## config.mk

```make
export PLATFORM = sky130hd
export DESIGN_NAME = regfile_wb_sched
export DESIGN_NICKNAME = d
export VERILOG_FILES = /design/src/rtl/regfile_wb_sched.sv
export SDC_FILE = /design/constraint.sdc
export NUM_CORES = 1
export LEC_CHECK = 0
export BUFFER_PORTS_ARGS = -buffer_cell sky130_fd_sc_hd__buf_4
export CELL_PAD_IN_SITES_DETAIL_PLACEMENT = 1
export CELL_PAD_IN_SITES_GLOBAL_PLACEMENT = 1
export CORE_MARGIN = 2
export CORE_UTILIZATION = 33
export DETAILED_ROUTE_END_ITERATION = 8
export PLACE_DENSITY_LB_ADDON = 0.1
export SYNTH_ARGS = -nofsm -noshare
export SYNTH_HDL_FRONTEND = slang
export SYNTH_SLANG_ARGS = --single-unit
export TNS_END_PERCENT = 1
```

## constraint.sdc

```tcl
create_clock -name clk -period 5.8 [get_ports clk]
set_input_delay 0.58 -clock clk [delete_from_list [all_inputs] [get_ports clk]]
set_output_delay 0.58 -clock clk [all_outputs]
set_load 0.03 [all_outputs]
```

## src/rtl/regfile_wb_sched.sv

```systemverilog
// regfile_wb_sched
// ----------------
// Writeback scheduler for a 16-entry, single-write-port register file with x0
// hardwired to zero. NUM_SRC writeback producers (ALU, load unit, CSR/mul)
// share the one write port through a round-robin arbiter. The winner is
// registered into a one-stage output that drives the register file write port.
// A pending-write scoreboard lets the issue stage detect RAW/WAW hazards.
//
// Ports
//   clk, rst_n               clock, synchronous active-low reset
//   src_valid / src_ready    per-source write request / grant (one-hot or zero)
//   src_rd, src_data         packed per-source destination index and write data
//                            (source i at [i*REG_AW +: REG_AW] / [i*XLEN +: XLEN])
//   rf_we, rf_rd, rf_rd_data register file write port, one cycle after grant
//   issue_valid, issue_rd    issue stage allocating a destination register
//   issue_ready              allocation accepted (destination not pending)
//   pend_mask                bit r set = a write to register r is outstanding
//   wb_err                   sticky orphan-write flag
//
// Optional feature
//   RF_WB_ORPHAN_CHECK_EN    when defined, wb_err latches high after a write to
//                            a non-zero register that had no pending allocation.
//                            When undefined, wb_err is tied low.

module regfile_wb_sched #(
  parameter int NUM_SRC = 3,
  parameter int XLEN    = 32,
  parameter int REG_AW  = 4
) (
  input  logic                      clk,
  input  logic                      rst_n,
  input  logic [NUM_SRC-1:0]        src_valid,
  output logic [NUM_SRC-1:0]        src_ready,
  input  logic [NUM_SRC*REG_AW-1:0] src_rd,
  input  logic [NUM_SRC*XLEN-1:0]   src_data,
  output logic                      rf_we,
  output logic [REG_AW-1:0]         rf_rd,
  output logic [XLEN-1:0]           rf_rd_data,
  input  logic                      issue_valid,
  input  logic [REG_AW-1:0]         issue_rd,
  output logic                      issue_ready,
  output logic [2**REG_AW-1:0]      pend_mask,
  output logic                      wb_err
);

  localparam int NREG  = 2**REG_AW;
  localparam int PTR_W = (NUM_SRC > 1) ? $clog2(NUM_SRC) : 1;

  logic [PTR_W-1:0]  rr_ptr;
  logic [PTR_W-1:0]  gnt_idx;
  logic              gnt_any;
  logic              xfer;
  logic [PTR_W:0]    cand;
  logic [REG_AW-1:0] gnt_rd;
  logic [XLEN-1:0]   gnt_data;
  logic              we_q;
  logic [NREG-1:0]   pend_q;
  logic [NREG-1:0]   set_vec;
  logic [NREG-1:0]   clr_vec;

  // Round-robin search: walk the sources starting at rr_ptr, wrapping modulo
  // NUM_SRC (which need not be a power of two), and pick the first valid one.
  always_comb begin
    gnt_any = 1'b0;
    gnt_idx = '0;
    cand    = '0;
    for (int k = 0; k < NUM_SRC; k++) begin
      cand = {1'b0, rr_ptr} + (PTR_W+1)'(k);
      if (cand >= (PTR_W+1)'(NUM_SRC)) begin
        cand = cand - (PTR_W+1)'(NUM_SRC);
      end
      if (!gnt_any && src_valid[cand[PTR_W-1:0]]) begin
        gnt_any = 1'b1;
        gnt_idx = cand[PTR_W-1:0];
      end
    end
  end

  // Grants are suppressed while reset is asserted so nothing is accepted
  // during the reset cycle.
  assign xfer = gnt_any & rst_n;

  always_comb begin
    src_ready = '0;
    gnt_rd    = '0;
    gnt_data  = '0;
    for (int i = 0; i < NUM_SRC; i++) begin
      if (gnt_idx == PTR_W'(i)) begin
        src_ready[i] = xfer;
        gnt_rd       = src_rd[i*REG_AW +: REG_AW];
        gnt_data     = src_data[i*XLEN +: XLEN];
      end
    end
  end

  // The pointer moves just past the source that was served; idle cycles
  // leave it where it is.
  always_ff @(posedge clk) begin
    if (!rst_n) begin
      rr_ptr <= '0;
    end else if (xfer) begin
      if (gnt_idx == PTR_W'(NUM_SRC-1)) begin
        rr_ptr <= '0;
      end else begin
        rr_ptr <= gnt_idx + PTR_W'(1);
      end
    end
  end

  // Output stage. Index and data are captured on every transfer (x0 included)
  // and held otherwise; the write enable only fires for non-zero destinations.
  always_ff @(posedge clk) begin
    if (!rst_n) begin
      we_q       <= 1'b0;
      rf_rd      <= '0;
      rf_rd_data <= '0;
    end else begin
      we_q <= xfer && (gnt_rd != '0);
      if (xfer) begin
        rf_rd      <= gnt_rd;
        rf_rd_data <= gnt_data;
      end
    end
  end

  // Gating with rst_n kills a write that was already registered when reset
  // arrives, so nothing commits during the reset cycle itself.
  assign rf_we = we_q & rst_n;

  // Scoreboard. issue_ready looks only at the registered mask, so a register
  // whose write commits this cycle still reads busy.
  assign issue_ready = rst_n && ((issue_rd == '0) || !pend_q[issue_rd]);

  always_comb begin
    set_vec = '0;
    clr_vec = '0;
    if (issue_valid && issue_ready && (issue_rd != '0)) begin
      set_vec[issue_rd] = 1'b1;
    end
    if (we_q) begin
      clr_vec[rf_rd] = 1'b1;
    end
  end

  // Clear is applied before set so a coinciding issue of the same register
  // keeps the bit high; bit 0 is forced low.
  always_ff @(posedge clk) begin
    if (!rst_n) begin
      pend_q <= '0;
    end else begin
      pend_q <= ((pend_q & ~clr_vec) | set_vec) & {{(NREG-1){1'b1}}, 1'b0};
    end
  end

  assign pend_mask = pend_q;

`ifdef RF_WB_ORPHAN_CHECK_EN
  logic err_q;

  // A write to a register nobody allocated points at a broken issue/writeback
  // pairing; remember it until the next reset.
  always_ff @(posedge clk) begin
    if (!rst_n) begin
      err_q <= 1'b0;
    end else if (xfer && (gnt_rd != '0) && !pend_q[gnt_rd]) begin
      err_q <= 1'b1;
    end
  end

  assign wb_err = err_q;
`else
  assign wb_err = 1'b0;
`endif

endmodule

```

==> summary.md <==
| Metric | Value |
|---|---|
| Setup TNS | 0 ns |
| Avg Synthesized Cell Area | 9.118 sq um |
| Status | complete, no violations |
| Initial drt markers | 44 |
| Max incr delay on CP | ~0.55 ns |
| Crit path launch type | register |
| FF-to-FF Start | rr_ptr[0] |
| Overall Power | 2074 uW |
| Site row count | 34 |
| Hold Crit Class | reg2reg |
| YS warnings | 0 |
| Maxcap violations | 0 |
| CTS tree | built |
| Fmax | 284.8 MHz |
| Clk sinks | 54 |
| Reg2reg setup slack | roughly 2.8 ns |
| Worst Path Arrival | between 2 and 3 ns |
| Slowest CP cell | buf_4 |
| Nets@finish | 611 |
| Busiest grt layer | met2 |
| H-tree depth | 2 |
| # fillers | ~1100 |
| Routed WL | between 10 and 15 mm |
| Share of cells above drive strength 1 | 40.20% |
| Cells after Synth | 331 |
| Most frequent cells in the layout | buf_4 (177), dfxtp_1 (54), mux2i_1 (40), nor2_1 (38), a22o_1 (33) |
| Slew of the pin with the lowest slew margin | 0.7206 ns |
| # diodes | 0 |
| Post-CTS setup buffer count | 0 |
| Worst-case headroom to the max-slew limit | 51.96% |
| Leakage | approximately 0.0021 uW |
| Die height | 99.63 um |
| Setup violations, final | 0 |
| Met3 Use GR | 4.989% |
| Max-slew violations | 0 |
| Worst-skew pair later-pin latency | 0.30 ns |
| Async S/R FF share, synth | 0% |
| Met1 Track Usage GR | around 23% |
| Number of global-route vias before repair | 3267 |
| Most common flop cell mapped by yosys | dfxtp_1 |
| Worst setup startpoint | rr_ptr[0] |
| Die area | around 0.0099 sq mm |
| CTS Root Cell | clkbuf_8 |
| Hpwl dp | 7.647 mm |
| Most used cell, CP | buf_4 |
| Via density per instance | 5.276 |
| DR WL/cell | about 17 um |
| Synth-to-Final Area Change | 46.56% |
| Yosys reg bits | 54 |
| Top Ports | roughly 180 |
| Core Region | roughly 0.0088 sq mm |
| Final clock skew | 0.01169 ns |
| Critical path type | reg2out |
| Routability cong. | between 0.7 and 0.8 |
| Period minus WS final | 3.512 ns |
| Total GRT Usage | 19.99% |
| Cell variety after synth | 40 |
| Vias | 3155 |
| # port buffers | 173 |
| Worst-path maximum fanout | 70 |
| CP Data Required Time | 5.22 ns |
| Initial Utilization | 34.27% |
| Register area share after synthesis | a little over a third |
| First-pass GRT wire length | 16.13 mm |
| Pin count of the biggest net entering global routing | 71 |
| Commonest non-fill, non-tap cell in the layout | buf_4 |
| Drt pass-1 iters | 4 |
| RSZ-0062 raised after global routing | false |
| Hold bufs inserted after CTS | 0 |
| CTS Buffer Depth | 2 |
| Die W | 99.63 um |
| Total gr overflow | 0 |
| Endpoint class of the critical path | output pin |
| CP cell instances | inv_1 > ha_1 > mux2i_1 > o22ai_1 > o31a_2 > buf_4 > nand2_1 > nor2_1 > buf_4 |
| Met2 Use GR | 37.27% |
| Post-synthesis cell area | 0.003018 sq mm |
| Final hold violations | 0 |
| Number of enable flip-flop cells after synthesis | 0 |
| CTS Buf Count | 5 |
| VDD IR max | 0.0001977 V |
| Hold Startpoint | rf_rd_data[31] |
| Resize count post-CTS | 0 |
| Final period util | approximately three fifths |
| DRC | 0 |
| Clock transition at path regs | 0.10 ns |
| Remaining antenna violation count | 0 |
| Cell area power density | 468.8 mW/mm^2 |
| Initial antenna violation count | 0 |
worst max-delay path: cells and delay by family (launching register included):
kind | cells | cell delay, ns
flip-flops | 1 | 0.40
AND/OR/NAND/NOR | 2 | 0.27
multiplexers | 1 | 0.15
adder cells (fa/ha/maj) | 1 | 0.37
AO/OA/AOI/OAI | 2 | 0.58
buffers and inverters | 3 | 0.82
layer usage:
| layer | vias to the layer above | wire length (um) | part of all wire (%) |
|---|---|---|---|
| li1 | 1526 | - | - |
| met1 | 1525 | 4023 | 40 |
| met2 | 98 | 5293 | 53 |
| met3 | 6 | 612 | 6.1 |
| met4 | 0 | 112 | 1.1 |
| met5 | - | 0 | 0 |
logic make-up after synthesis:
kind of cell,share of synthesized area [%]
other,0.1243
muxes,18.12
and+or+nand+nor,13.60
AOI/OAI and AO/OA,24.67
buffers and inverters,6.011
DFF,35.82
adders and majority gates,1.658
report_power, final:
group          switching (uW)  total, uW  internal, uW
clock                     127        224          96.4
sequential               99.9        588           488
combinational             734       1260           528
total                     961       2070          1110
cells in the mapped netlist, types with 5 or more instances:
cell | instances | area share, %
dfxtp_1 | 54 | 36
mux2i_1 | 40 | 13
nor2_1 | 38 | 4.7
a22o_1 | 33 | 9.6
a21oi_1 | 32 | 5.3
o21ai_0 | 24 | 4.0
clkbuf_1 | 17 | 2.1
nand2_1 | 11 | 1.4
and2_1 | 9 | 1.9
nand2b_1 | 5 | 1.0
registers in the layout, indices dropped and copies added, names as in the netlist:
| name | count |
|---|---|
| pend_mask | 15 |
| rf_rd | 4 |
| rf_rd_data | 32 |
| rr_ptr | 2 |
| we_q | 1 |
final timing paths:
kind / end / cells past startpoint
setup / recovery: src_ready[0] / 9
hold / removal: rf_rd_data[31] / 1
setup reg to reg: we_q / 9
hold reg to reg: rf_rd_data[31] / 1
final cells by class:
class	instances	area (sq um)	area share, %
Timing Repair Buffer	177	1329	30.04
Clock buffer	6	82.58	1.867
Inverter	3	11.26	0.2546
Sequential cell	54	1081	24.44
Clock inverter	2	12.51	0.2829
Multi-Input combinational cell	248	1772	40.06
Tap cell	108	135.1	3.055
metrics by stage:
stage	utilization (%)	hold slack, ns	worst slack, ns	instances	area, sq um
final	50.23	0.4871	2.288	598	4423
after global routing	50.23	0.5069	2.070	598	4423
after CTS	50.23	0.4944	2.272	598	4423
after detailed placement	49.15	0.4613	2.620	590	4328
after global placement	49.15	0.4618	2.726	590	4328
after floorplan	-	0.4798	2.906	332	3022
(Power assumes the default switching activity.)
